**config.mk**
```make
export PLATFORM = sky130hd
export DESIGN_NAME = sha1_block_decode_flat
export DESIGN_NICKNAME = d
export VERILOG_FILES = /design/src/rtl/sha1_block_decode_pkg.sv /design/src/rtl/sha1_block_decode_if.sv /design/src/rtl/sha1_block_decode_bcd.sv /design/src/rtl/sha1_block_decode.sv /design/src/flat_wrapper.sv
export SDC_FILE = /design/constraint.sdc
export NUM_CORES = 1
export LEC_CHECK = 0
export ABC_AREA = 1
export CAP_MARGIN = 30
export CORE_ASPECT_RATIO = 1.4
export CORE_MARGIN = 2
export CORE_UTILIZATION = 59
export CTS_CLUSTER_DIAMETER = 80
export DETAILED_ROUTE_END_ITERATION = 12
export PLACE_DENSITY = 0.86
export SETUP_SLACK_MARGIN = 0.1
export SYNTH_ARGS = -nofsm -noshare
export SYNTH_HDL_FRONTEND = slang
export SYNTH_SLANG_ARGS = --single-unit
```
**constraint.sdc**
```tcl
create_clock -name clk -period 3.3 [get_ports clk]
set_input_delay 0.66 -clock clk [delete_from_list [all_inputs] [get_ports clk]]
set_output_delay 0.66 -clock clk [all_outputs]
set_load 0.01 [all_outputs]
```
**src/rtl/sha1_block_decode_pkg.sv**
```systemverilog
// Shared constants and types for the SHA1 block decoder.
package sha1_block_decode_pkg;

  localparam logic [31:0] SHA1_PAD_WORD    = 32'h8000_0000;
  localparam int unsigned SHA1_BLOCK_WORDS = 16;
  localparam int unsigned NONCE_DIGITS     = 15;
  localparam int unsigned FIXED_BYTES      = 7;
  localparam int unsigned IDX_W            = $clog2(SHA1_BLOCK_WORDS);

  // Word positions within the 16-word block
  localparam logic [IDX_W-1:0] W_NONCE0 = IDX_W'(0);
  localparam logic [IDX_W-1:0] W_NONCE1 = IDX_W'(1);
  localparam logic [IDX_W-1:0] W_NONCE2 = IDX_W'(2);
  localparam logic [IDX_W-1:0] W_NONCE3 = IDX_W'(3);
  localparam logic [IDX_W-1:0] W_FIXED0 = IDX_W'(4);
  localparam logic [IDX_W-1:0] W_FIXED1 = IDX_W'(5);
  localparam logic [IDX_W-1:0] W_PAD    = IDX_W'(6);
  localparam logic [IDX_W-1:0] W_LEN    = IDX_W'(15);

  typedef enum logic {
    ST_COLLECT,
    ST_HOLD
  } state_t;

endpackage

```
**src/rtl/sha1_block_decode_if.sv**
```systemverilog
// Word-in / result-out bus of the SHA1 block decoder.
interface sha1_block_decode_if;
  import sha1_block_decode_pkg::*;

  logic                         rx_valid;
  logic                         rx_ready;
  logic                         rx_sof;
  logic [31:0]                  rx_word;
  logic                         tx_valid;
  logic                         tx_ready;
  logic [4*NONCE_DIGITS-1:0]    tx_nonce;
  logic [8*FIXED_BYTES-1:0]     tx_fixed_data;
  logic                         tx_digit_err;
  logic                         tx_pad_err;
  logic                         sync_drop;

  // Block source / result consumer side
  modport master (
    output rx_valid, rx_sof, rx_word, tx_ready,
    input  rx_ready, tx_valid, tx_nonce, tx_fixed_data,
           tx_digit_err, tx_pad_err, sync_drop
  );

  // Decoder side
  modport slave (
    input  rx_valid, rx_sof, rx_word, tx_ready,
    output rx_ready, tx_valid, tx_nonce, tx_fixed_data,
           tx_digit_err, tx_pad_err, sync_drop
  );

endinterface

```
**src/rtl/sha1_block_decode_bcd.sv**
```systemverilog
// Splits a word into four BCD digit nibbles (MSB byte first) and flags
// each byte that is not a valid {4'b0, digit} encoding.
module bcd_byte_check (
  input  logic [31:0] word,
  output logic [15:0] digits,
  output logic [3:0]  bad
);

  // Per-byte digit extraction and range check
  always_comb begin
    for (int unsigned b = 0; b < 4; b++) begin
      digits[4*b +: 4] = word[8*b +: 4];
      bad[b]           = (word[8*b+4 +: 4] != 4'h0) || (word[8*b +: 4] > 4'd9);
    end
  end

endmodule

```
**src/rtl/sha1_block_decode.sv**
```systemverilog
// Recovers the BCD nonce and fixed data from a serial 16-word SHA1 block,
// flags digit/padding errors and holds the result until it is consumed.
module sha1_block_decode
  import sha1_block_decode_pkg::*;
#(
  parameter int unsigned LEN_BITS  = 192,
  parameter bit          CHECK_PAD = 1'b1
) (
  input logic                clk,
  input logic                rst_n,
  sha1_block_decode_if.slave bus
);

  localparam logic [31:0] LEN_WORD = 32'(LEN_BITS);

  state_t                    state;
  logic [IDX_W-1:0]          idx;
  logic [IDX_W-1:0]          eff_idx;
  logic [4*NONCE_DIGITS-1:0] nonce_sh, nonce_nx, tx_nonce_q;
  logic [8*FIXED_BYTES-1:0]  fixed_sh, fixed_nx, tx_fixed_q;
  logic                      digit_acc, digit_nx, pad_acc, pad_nx;
  logic                      rx_ready_q, tx_valid_q, tx_digit_err_q, tx_pad_err_q, sync_drop_q;
  logic                      xfer, stray;
  logic [15:0]               digits;
  logic [3:0]                byte_bad;

  bcd_byte_check u_bcd (
    .word   (bus.rx_word),
    .digits (digits),
    .bad    (byte_bad)
  );

  assign xfer  = bus.rx_valid && rx_ready_q;
  assign stray = xfer && !bus.rx_sof && (idx == W_NONCE0);

  // Next shadow/accumulator values if the current word is accepted; a
  // start-of-frame word restarts from cleared state so clear and load merge.
  always_comb begin
    eff_idx  = bus.rx_sof ? W_NONCE0 : idx;
    nonce_nx = bus.rx_sof ? '0 : nonce_sh;
    fixed_nx = bus.rx_sof ? '0 : fixed_sh;
    digit_nx = bus.rx_sof ? 1'b0 : digit_acc;
    pad_nx   = bus.rx_sof ? 1'b0 : pad_acc;
    case (eff_idx)
      W_NONCE0: begin
        nonce_nx[59:44] = digits;
        digit_nx        = digit_nx | (|byte_bad);
      end
      W_NONCE1: begin
        nonce_nx[43:28] = digits;
        digit_nx        = digit_nx | (|byte_bad);
      end
      W_NONCE2: begin
        nonce_nx[27:12] = digits;
        digit_nx        = digit_nx | (|byte_bad);
      end
      W_NONCE3: begin
        nonce_nx[11:0] = digits[15:4];
        digit_nx       = digit_nx | (|byte_bad[3:1]);
        pad_nx         = pad_nx | (bus.rx_word[7:0] != 8'h00);
      end
      W_FIXED0: fixed_nx[55:24] = bus.rx_word;
      W_FIXED1: begin
        fixed_nx[23:0] = bus.rx_word[31:8];
        pad_nx         = pad_nx | (bus.rx_word[7:0] != 8'h00);
      end
      W_PAD:   pad_nx = pad_nx | (bus.rx_word != SHA1_PAD_WORD);
      W_LEN:   pad_nx = pad_nx | (bus.rx_word != LEN_WORD);
      default: pad_nx = pad_nx | (bus.rx_word != '0);
    endcase
  end

  // Collect/hold FSM with registered handshake and result outputs
  always_ff @(posedge clk or negedge rst_n) begin
    if (!rst_n) begin
      state          <= ST_COLLECT;
      idx            <= W_NONCE0;
      nonce_sh       <= '0;
      fixed_sh       <= '0;
      digit_acc      <= 1'b0;
      pad_acc        <= 1'b0;
      rx_ready_q     <= 1'b0;
      tx_valid_q     <= 1'b0;
      tx_nonce_q     <= '0;
      tx_fixed_q     <= '0;
      tx_digit_err_q <= 1'b0;
      tx_pad_err_q   <= 1'b0;
      sync_drop_q    <= 1'b0;
    end else begin
      sync_drop_q <= 1'b0;
      unique case (state)
        ST_COLLECT: begin
          rx_ready_q <= 1'b1;
          if (stray) begin
            sync_drop_q <= 1'b1;
          end else if (xfer) begin
            nonce_sh    <= nonce_nx;
            fixed_sh    <= fixed_nx;
            digit_acc   <= digit_nx;
            pad_acc     <= pad_nx;
            sync_drop_q <= bus.rx_sof && (idx != W_NONCE0);
            if (eff_idx == W_LEN) begin
              state          <= ST_HOLD;
              idx            <= W_NONCE0;
              rx_ready_q     <= 1'b0;
              tx_valid_q     <= 1'b1;
              tx_nonce_q     <= nonce_nx;
              tx_fixed_q     <= fixed_nx;
              tx_digit_err_q <= digit_nx;
              tx_pad_err_q   <= CHECK_PAD & pad_nx;
            end else begin
              idx <= eff_idx + 1'b1;
            end
          end
        end
        ST_HOLD: begin
          if (bus.tx_ready) begin
            state      <= ST_COLLECT;
            tx_valid_q <= 1'b0;
            rx_ready_q <= 1'b1;
          end
        end
      endcase
    end
  end

  assign bus.rx_ready      = rx_ready_q;
  assign bus.tx_valid      = tx_valid_q;
  assign bus.tx_nonce      = tx_nonce_q;
  assign bus.tx_fixed_data = tx_fixed_q;
  assign bus.tx_digit_err  = tx_digit_err_q;
  assign bus.tx_pad_err    = tx_pad_err_q;
  assign bus.sync_drop     = sync_drop_q;

endmodule

```
**src/flat_wrapper.sv**
```systemverilog
// flat-port wrapper written by rule: the top's interface ports become plain ports
module sha1_block_decode_flat import sha1_block_decode_pkg::*;
#(
  parameter int unsigned LEN_BITS  = 192,
  parameter bit          CHECK_PAD = 1'b1
)
  (clk, rst_n, bus_rx_valid, bus_rx_sof, bus_rx_word, bus_tx_ready, bus_rx_ready, bus_tx_valid, bus_tx_nonce, bus_tx_fixed_data, bus_tx_digit_err, bus_tx_pad_err, bus_sync_drop);
  sha1_block_decode_if bus_i ();
  input logic clk;
  input logic rst_n;
  input wire logic [$bits(bus_i.rx_valid)-1:0] bus_rx_valid;
  input wire logic [$bits(bus_i.rx_sof)-1:0] bus_rx_sof;
  input wire logic [$bits(bus_i.rx_word)-1:0] bus_rx_word;
  input wire logic [$bits(bus_i.tx_ready)-1:0] bus_tx_ready;
  output wire logic [$bits(bus_i.rx_ready)-1:0] bus_rx_ready;
  output wire logic [$bits(bus_i.tx_valid)-1:0] bus_tx_valid;
  output wire logic [$bits(bus_i.tx_nonce)-1:0] bus_tx_nonce;
  output wire logic [$bits(bus_i.tx_fixed_data)-1:0] bus_tx_fixed_data;
  output wire logic [$bits(bus_i.tx_digit_err)-1:0] bus_tx_digit_err;
  output wire logic [$bits(bus_i.tx_pad_err)-1:0] bus_tx_pad_err;
  output wire logic [$bits(bus_i.sync_drop)-1:0] bus_sync_drop;
  assign bus_i.rx_valid = bus_rx_valid;
  assign bus_i.rx_sof = bus_rx_sof;
  assign bus_i.rx_word = bus_rx_word;
  assign bus_i.tx_ready = bus_tx_ready;
  assign bus_rx_ready = bus_i.rx_ready;
  assign bus_tx_valid = bus_i.tx_valid;
  assign bus_tx_nonce = bus_i.tx_nonce;
  assign bus_tx_fixed_data = bus_i.tx_fixed_data;
  assign bus_tx_digit_err = bus_i.tx_digit_err;
  assign bus_tx_pad_err = bus_i.tx_pad_err;
  assign bus_sync_drop = bus_i.sync_drop;
  sha1_block_decode #(.LEN_BITS(LEN_BITS), .CHECK_PAD(CHECK_PAD)) u_core (.clk(clk), .rst_n(rst_n), .bus(bus_i));
endmodule
```
==> flow_summary.json, run 1 <==
{
  "status": "complete, no violations",
  "avgSynthCellArea_sq_um": 8.20,
  "fin_crit_sh_pct": 78.7,
  "clk_pin_slew_ns": 0.07,
  "cts_buffers": 23,
  "vias": 9550,
  "met3_usage_pct": 5.83,
  "finalWorstSetupSlack_ns": 0.703,
  "ys.warnings.count": 0,
  "gp_congestion": 0.869,
  "hold_class": "input port to asynchronous set/reset pin",
  "clock-sinks": 244,
  "finalWirelength_um": 29000,
  "multiInputGateArea_sq_um": 3860,
  "switchingPower_uw": 1980,
  "start_util_pct": 60.2,
  "rsz0062_at_grt": "no",
  "final_nets": 1481,
  "antenna_found_initial": 0,
  "grt_pass1_wl_um": 47100,
  "synthesis.area_sq_um": 10800,
  "cp.required_ns": 3.65,
  "ctsResizeCount": 0,
  "wl_per_cell_um": 17.1,
  "cellPowerDensity_nw_per_um2": 523,
  "drv_slew": 0,
  "hold_viol_final": 0,
  "htree_levels": 1,
  "cp.arrival_ns": 2.95,
  "dp_hpwl_um": 18900,
  "path_max_fanout": 58,
  "fmax_mhz": 385,
  "grt_use_met2_pct": 50.6,
  "swShare_pct": 28.4,
  "p_comb_share_pct": 15.1,
  "port_buffers": 157,
  "drv_cap": 0,
  "area_growth_pct": 22.8,
  "vias_per_cell": 5.63,
  "use_met1_pct": 38.1,
  "peakVddDrop_mv": 0.396,
  "busiest_layer": "met2",
  "drt-initial-drc-count": 1101,
  "n_antenna_cell": 0,
  "final_layout_size_suffix_gt1_share_pct": 4.67,
  "synth_fp_nets": 1362,
  "die_y_um": 164,
  "seqPwrFrac_pct": 49.1,
  "ios": 158,
  "die-area_sq_um": 19500,
  "fill_cells": 1352,
  "grt_pass1_vias": 9315,
  "critPathKind": "input port to register",
  "max_slew_margin_pct": 45.0,
  "synth_cell_type_count": 22,
  "drc": 0,
  "setup_viol_count_final": 0,
  "ys_ff_latch": 244,
  "register_area_sq_um": 6110,
  "chipWidth_um": 119,
  "rows": 58,
  "grt.total_usage_pct": 30.2,
  "p_leak_uw": 0.00593,
  "endpoint_kind": "register",
  "intPower_uw": 4980,
  "fin_setup_tns_ns": 0,
  "pwr-share-clk_pct": 35.8,
  "clk_path_buf_depth": 3,
  "grt_max_degree": 95,
  "tritoncts": "built",
  "timing.final.crit_period_ns": 2.60,
  "ant_nets": 0,
  "core_sq_um": 18000,
  "worstSetupStartpointType": "input port",
  "drt_pass1_iterations": 6,
  "yosysSeqAreaShare_pct": 56.4,
  "globalRouteOverflowTotal": 0,
  "clock_latency_ns": 0.51,
  "pre_cts_ws_ns": 0.235,
  "cts_hold_buffers": 0,
  "post_cts_buffers": 0,
  "fin_skew_ns": 0.0136,
  "worst_pin_slew_ns": 0.825,
  "synthCells": 1321,
  "root_buffer": "clkbuf_16"
}
==> stage by stage <==
step	area (sq um)	power [uW]	util (%)	instances	hold slack, ns
2_1_floorplan	10800	4130	-	1321	0.364
3_3_place_gp	12600	4440	70.0	1655	0.454
3_5_place_dp	12600	4490	70.0	1655	0.459
4_1_cts	13300	6960	73.9	1696	0.214
5_1_grt	13300	7270	73.9	1696	0.241
6_report	13300	6960	73.9	1696	0.170
==> flip-flops by register name, indices dropped and copies added, names as in the netlist, 4 cells and up <==
signal                    count
u_core.fixed_sh              56
u_core.nonce_sh              60
u_core.bus.tx_fixed_data     56
u_core.idx                    4
u_core.bus.tx_nonce          60
==> cells by family (layout without fill, tap and decap cells) <==
family / count (synthesis) / count (layout) / share of synthesized area (%)
DFF: 244 / 244 / 56.4
adders and majority gates: 4 / 4 / 0.462
xor gates and xnor gates: 1 / 1 / 0.0809
and+or+nand+nor: 548 / 548 / 20.8
buffers and inverters: 218 / 353 / 8.12
AOI/OAI and AO/OA: 306 / 306 / 14.2
==> power groups by stage <==
stage	clock, uW	combinational, uW	sequential (uW)
floorplan	0	704	3420
detailed placement	0	1030	3460
finish	2490	1050	3420
global route	2630	1200	3440
global placement	0	990	3450
CTS	2510	1050	3410
==> cell usage after synthesis (all sizes together) <==
cell type | instances | area share (%)
nand4 | 6 | 0.35
xor2 | 1 | 0.081
o21ai | 302 | 14
nor2 | 26 | 0.92
a21boi | 1 | 0.069
or2 | 1 | 0.058
nor3 | 1 | 0.046
nand2 | 386 | 13
inv | 131 | 4.5
nand3 | 127 | 5.9
buf | 49 | 2.3
ha | 4 | 0.46
nor4 | 1 | 0.12
clkbuf | 38 | 1.3
a21oi | 3 | 0.14
dfrtp | 244 | 56
==> layer usage <==
layer | part of all wire, % | wire length, um | vias to the layer above
li1 | - | - | 4491
met1 | 38 | 10900 | 4535
met2 | 49 | 14300 | 429
met3 | 7.9 | 2300 | 95
met4 | 5.2 | 1510 | 0
met5 | 0 | 0 | -
==> worst max-delay path: stages <==
cell	delay (ns)
clkdlybuf4s50_1	0.46
inv_4	0.10
buf_4	0.52
o21ai_1	0.24
nand2_1	0.16
buf_4	0.29
nand4_1	0.12
a21boi_0	0.26
o21ai_0	0.13
==> cells in the final DEF, fill, tap and decap left out, types with 2 or more instances in the layout <==
cell	n
clkbuf_1	9
ha_1	4
o21ai_0	209
dfrtp_1	244
buf_12	6
inv_1	127
nor2_2	2
buf_4	18
nor2_1	24
o21ai_1	93
inv_2	2
clkinv_2	3
nand3_1	127
nand4_1	6
clkbuf_8	5
nand2_2	2
a21oi_1	3
inv_6	2
nand2_1	383
clkdlybuf4s50_1	156
clkbuf_16	23
==> final cells by class <==
| type | instances | share of cell area (%) |
|---|---|---|
| clock buffers | 37 | 5.10 |
| clock inverters | 4 | 0.179 |
| inverters | 131 | 3.75 |
| multi-input cells | 859 | 29.0 |
| flip-flops and latches | 244 | 45.9 |
| well taps | 240 | 2.26 |
| repair buffers | 181 | 13.8 |
==> final timing paths <==
path	start	endpoint	slack, ns	cells past startpoint
hold reg to reg	u_core.bus.tx_nonce[46]$_DFFE_PN0P_	u_core.bus.tx_nonce[46]$_DFFE_PN0P_	0.47	2
hold / removal	rst_n	u_core.bus.tx_fixed_data[49]$_DFFE_PN0P_	0.17	1
setup / recovery	bus_rx_sof	u_core.bus.tx_digit_err$_DFFE_PN0P_	0.70	9
min in group clk	u_core.bus.tx_nonce[46]$_DFFE_PN0P_	u_core.bus.tx_nonce[46]$_DFFE_PN0P_	0.47	2
setup reg to reg	u_core.idx[3]$_DFFE_PN0P_	u_core.bus.tx_nonce[20]$_DFFE_PN0P_	0.86	8
max in group asynchronous	rst_n	u_core.nonce_sh[50]$_DFFE_PN0P_	2.24	2
No activity file was read; power rests on OpenSTA's default activity.
==> inputs of run 2 (changes only) <==
Settings changed: CORE_UTILIZATION 59 to 49, PLACE_DENSITY 0.86 to 0.76.
Clock period 3.3 ns to 2.25 ns, I/O delays scaled along.
==> flow_summary.json, run 2 (synthesized netlist as in run 1, its figures left out) <==
{
  "cts_buffers": 24,
  "wl_per_cell_um": 16.5,
  "antenna_found_initial": 2,
  "max_stage_delay_ns": 0.53,
  "final_cell_mix": "nand2_1, dfrtp_1, o21ai_0",
  "grt.total_usage_pct": 25.4,
  "grt_pass1_wl_um": 46800,
  "worstSetupStartpointType": "input port",
  "post_cts_buffers": 0,
  "start_util_pct": 49.7,
  "r2r_slack_ns": 0.26,
  "chipWidth_um": 130,
  "final_util_pct": 64.0,
  "grt_pass1_vias": 8863,
  "fin_skew_ns": 0.0144,
  "grt_max_degree": 85,
  "max_slew_margin_pct": 58.2,
  "cp.arrival_ns": 2.49,
  "hold_viol_final": 0,
  "design_area_sq_um": 13900,
  "final_nets": 1516,
  "cp_cell_sequence": "clkdlybuf4s50_1, inv_4, buf_4, nand2_2, buf_4, nor2_2, nand2_2, buf_12, o21ai_0, inv_1, o21ai_0",
  "finalWirelength_um": 29500,
  "worst_pin_slew_ns": 0.628,
  "crit_start": "bus_rx_sof",
  "ios": 158,
  "vias": 9504,
  "hold_class": "input port to asynchronous set/reset pin",
  "tritoncts": "built",
  "setup_viol_count_final": 0,
  "core_sq_um": 21800,
  "htree_levels": 1,
  "fmax_mhz": 483,
  "peakVddDrop_mv": 0.603,
  "final_common_cell": "nand2_1",
  "ant_nets": 0,
  "register_area_sq_um": 6110,
  "fin_crit_sh_pct": 92.0,
  "dp_hpwl_um": 19600,
  "dpl_cell_area_sq_um": 13100,
  "rsz0062_at_grt": "yes",
  "critPathKind": "input port to register",
  "drv_slew": 0,
  "endpoint_kind": "register",
  "cp.required_ns": 2.67,
  "slowest_stage": "clkdlybuf4s50_1",
  "reg2reg_depth": 5,
  "die_y_um": 180,
  "status": "complete, no violations",
  "n_antenna_cell": 0,
  "power.total_uw": 10900,
  "die-area_sq_um": 23300,
  "port_buffers": 157,
  "rows": 64,
  "drc": 0,
  "r2r-end": "u_core.fixed_sh[48]$_DFFE_PN0P_",
  "final_layout_size_suffix_gt1_share_pct": 7.37,
  "gp_congestion": 0.895,
  "timing.final.crit_period_ns": 2.07,
  "clock-sinks": 244,
  "area_growth_pct": 28.7,
  "path_max_fanout": 38,
  "root_buffer": "clkbuf_16",
  "globalRouteOverflowTotal": 0,
  "clock_latency_ns": 0.52,
  "clk_pin_slew_ns": 0.06,
  "drv_cap": 0,
  "r2r_start": "u_core.idx[3]$_DFFE_PN0P_",
  "cellPowerDensity_nw_per_um2": 785,
  "drt-initial-drc-count": 1009,
  "p_leak_uw": 0.00623,
  "drt_pass1_iterations": 5,
  "fin_setup_tns_ns": 0,
  "fill_cells": 1851,
  "clk_path_buf_depth": 3,
  "vias_per_cell": 5.31,
  "multiInputGateArea_sq_um": 3870
}
-- run 2: routing by layer --
layer | wire length [um] | GRT usage (%) | up-vias
li1 | - | - | 4559
met1 | 11600 | 33.2 | 4521
met2 | 14500 | 41.2 | 351
met3 | 1990 | 4.55 | 73
met4 | 1350 | 11.1 | 0
met5 | 0 | 0 | -
-- run 2: critical path: cells and delay by family --
kind / cells / cell delay, ns
buf+inv: 6 / 1.32
simple gates: 3 / 0.31
compound gates: 2 / 0.40
-- run 2: final cells by class --
type,instances,share of cell area [%]
clock buffers,36,5.29
well taps,297,2.67
repair buffers,215,16.2
clock inverters,8,0.691
flip-flops and latches,244,43.8
inverters,131,3.58
multi-input cells,859,27.8
-- run 2: how the worst max path moves through the flow --
stage | end | slack [ns]
finish | u_core.fixed_sh[32]$_DFFE_PN0P_ | 0.18
CTS | u_core.digit_acc$_DFFE_PN0P_ | 0.13
floorplan | u_core.bus.tx_digit_err$_DFFE_PN0P_ | 0.30
detailed placement | u_core.digit_acc$_DFFE_PN0P_ | -0.30
global route | u_core.nonce_sh[6]$_DFFE_PN0P_ | 0.08
global placement | u_core.digit_acc$_DFFE_PN0P_ | -0.25
-- run 2: per-stage QoR --
step / setup WS (ns) / hold slack, ns / std cells
after global routing: 0.0815 / 0.487 / 1790
after global placement: -0.248 / 0.454 / 1745
final: 0.180 / 0.468 / 1790
after floorplan: 0.303 / 0.154 / 1321
after detailed placement: -0.303 / 0.459 / 1745
after CTS: 0.131 / 0.474 / 1790
-- run 2: repair_timing --
action                                  CTS  global route
endpoints found under the setup margin    0            44
gates resized for setup                   0             4
endpoints found under the hold margin    65             0
hold buffers                              1             0
-- run 2: power breakdown --
group / switching [uW] / internal [uW] / leakage, uW
combinational: 1110 / 601 / 0.00245
clock: 1720 / 2500 / 0.000417
sequential: 234 / 4780 / 0.00336
==> inputs of run 3 (changes only) <==
Settings changed: CAP_MARGIN 30 to 40, CORE_UTILIZATION 49 to 50, PLACE_DENSITY 0.76 to 0.77, SYNTH_HIERARCHICAL from default to 1.
==> flow_summary.json, run 3 <==
{
  "globalRouteOverflowTotal": 0,
  "rows": 65,
  "htree_levels": 1,
  "core_sq_um": 22400,
  "die-area_sq_um": 23800,
  "design_area_sq_um": 14400,
  "cp.required_ns": 2.69,
  "n_antenna_cell": 0,
  "synth_area_leaders": "dfrtp_1, nand2_1, o21ai_0",
  "hold_viol_final": 0,
  "pre_cts_ws_ns": -0.246,
  "synthAdderAreaFrac_pct": 0.443,
  "grt_max_degree": 113,
  "grt_pass1_vias": 9761,
  "worstSetupStartpointType": "input port",
  "synthSimpleGateAreaFrac_pct": 27.9,
  "drc": 0,
  "swShare_pct": 28.8,
  "vias": 9935,
  "ys.warnings.count": 6,
  "synthCells": 1441,
  "synth_fp_nets": 1482,
  "root_buffer": "clkbuf_16",
  "path_max_fanout": 20,
  "timing.final.crit_period_ns": 2.01,
  "gp_congestion": 0.924,
  "final_layout_size_suffix_gt1_share_pct": 8.34,
  "synth_top_family_by_area": "simple AND/OR/NAND/NOR gates",
  "seqPwrFrac_pct": 44.3,
  "critPathKind": "input port to register",
  "synth_edf_count": 0,
  "switchingPower_uw": 3350,
  "avgSynthCellArea_sq_um": 7.84,
  "antenna_found_initial": 0,
  "setup_viol_count_final": 0,
  "clk_pin_slew_ns": 0.06,
  "cp.arrival_ns": 2.46,
  "async_flop_share_pct": 100,
  "worst_pin_slew_ns": 0.508,
  "post_cts_buffers": 0,
  "yosysMostFrequentCell": "nand2_1",
  "synthesis.area_sq_um": 11300,
  "synth-compound-area-share_pct": 9.42,
  "final_cell_mix": "nand2_1, dfrtp_1, o21ai_0",
  "yosysSeqAreaShare_pct": 54.1,
  "synthMuxAreaShare_pct": 0,
  "p_comb_share_pct": 18.4,
  "fmax_mhz": 497,
  "synth_cell_type_count": 25,
  "drv_slew": 0,
  "finalWorstSetupSlack_ns": 0.238,
  "cellPowerDensity_nw_per_um2": 807,
  "p_leak_uw": 0.00724,
  "ios": 158,
  "chipWidth_um": 131,
  "synth_top_cell_by_area": "dfrtp_1",
  "wl_per_cell_um": 16.0,
  "drt-initial-drc-count": 1038,
  "rsz0062_at_grt": "no",
  "intPower_uw": 8260,
  "dpl_cell_area_sq_um": 13500,
  "drv_cap": 0,
  "peakVddDrop_mv": 0.663,
  "final_common_cell": "nand2_1",
  "drt_pass1_iterations": 5,
  "synth.top_cell.area_share_pct": 54.1,
  "clock-sinks": 244,
  "clk_path_buf_depth": 3,
  "ys_ff_latch": 244,
  "dp_hpwl_um": 21000,
  "port_buffers": 157,
  "fin_crit_sh_pct": 89.4,
  "hold_class": "input port to asynchronous set/reset pin",
  "start_util_pct": 50.5,
  "cts_buffers": 24,
  "area_growth_pct": 27.4,
  "final_nets": 1630,
  "ant_nets": 0,
  "endpoint_kind": "register",
  "tritoncts": "built",
  "finalWirelength_um": 30600,
  "clock_latency_ns": 0.52,
  "fin_skew_ns": 0.0125,
  "status": "complete, no violations",
  "die_y_um": 182,
  "grt_pass1_wl_um": 49400,
  "synth-main-ff-cell": "dfrtp_1",
  "vias_per_cell": 5.21,
  "max_slew_margin_pct": 66.1,
  "pwr-share-clk_pct": 37.2,
  "synth_common_cells": "nand2_1, dfrtp_1, o21ai_0, nand3_1, inv_1",
  "synthXorXnorAreaFrac_pct": 0.0776,
  "grt.total_usage_pct": 26.1
}
[run 3: cell types whose count changed after synthesis, sizes merged, moves of 3 or more]
cell and change:
inv -23, o21ai -110, nor3 +3, nand3 -10, clkbuf -3, nand2 +244
buf +18
[run 3: cell type report]
class | instances | area, sq um
fill | 1859 | 7980
clock inverter | 8 | 148
clock buffer | 36 | 707
multi-input combinational | 987 | 4280
tap | 301 | 377
sequential | 244 | 6110
timing repair buffer | 224 | 2360
inverter | 108 | 409
[run 3: cell families after synthesis]
logic type | Yosys count
AND/OR/NAND/NOR | 786
flip-flops | 244
buffers and inverters | 210
AO/OA/AOI/OAI | 196
adder cells (fa/ha/maj) | 4
XOR/XNOR | 1
[run 3: through the flow]
stage	std cells	setup TNS [ns]	hold WS [ns]	util [%]	total power (uW)
2_1_floorplan	1441	0	0.154	-	6520
3_3_place_gp	1863	-20.14	0.425	60.4	7240
3_5_place_dp	1863	-35.79	0.432	60.4	7320
4_1_cts	1908	0	0.472	64.3	11700
5_1_grt	1908	0	0.486	64.3	12200
6_report	1908	0	0.464	64.3	11600
[run 3: worst paths after layout]
kind | depth (start not counted) | to | slack, ns | from
max | 9 | u_core/bus.tx_fixed_data[25]$_DFFE_PN0P_ | 0.24 | bus_rx_sof
min | 2 | u_core/nonce_sh[40]$_DFFE_PN0P_ | 0.46 | rst_n
max reg2reg | 9 | u_core/bus.tx_fixed_data[25]$_DFFE_PN0P_ | 0.29 | u_core/idx[1]$_DFFE_PN0P_
min reg2reg | 2 | u_core/bus.tx_fixed_data[19]$_DFFE_PN0P_ | 0.47 | u_core/bus.tx_fixed_data[19]$_DFFE_PN0P_
max in group asynchronous | 3 | u_core/bus.tx_fixed_data[38]$_DFFE_PN0P_ | 1.06 | rst_n
min in group clk | 2 | u_core/bus.tx_fixed_data[19]$_DFFE_PN0P_ | 0.47 | u_core/bus.tx_fixed_data[19]$_DFFE_PN0P_
[run 3: critical path: stages]
cell and delay (ns):
clkdlybuf4s50_1 0.49, nor2_1 0.24, ha_1 0.29, nand4_1 0.23, nor2_4 0.22, buf_4 0.19
buf_12 0.16, nand2_1 0.08, nand2_1 0.08
[run 3: metal layers]
layer	share of wire [%]	GRT usage, %
met4	4.5	11.9
met5	0	0
met3	5.3	3.01
met1	41	34.6
met2	50	42.8
[run 3: repair_timing]
action                                 4_1_cts  5_1_grt
gates resized for setup                      0        1
endpoints found under the hold margin       49        0
hold buffers                                 1        0
setup endpoints to repair                    0        4
[run 3: power by group through the flow]
stage | registers (uW) | logic, uW | clock network [uW]
after global placement | 5190 | 2050 | 0
after floorplan | 5150 | 1370 | 0
after detailed placement | 5210 | 2110 | 0
after global routing | 5190 | 2390 | 4570
after CTS | 5140 | 2130 | 4390
final | 5150 | 2140 | 4320
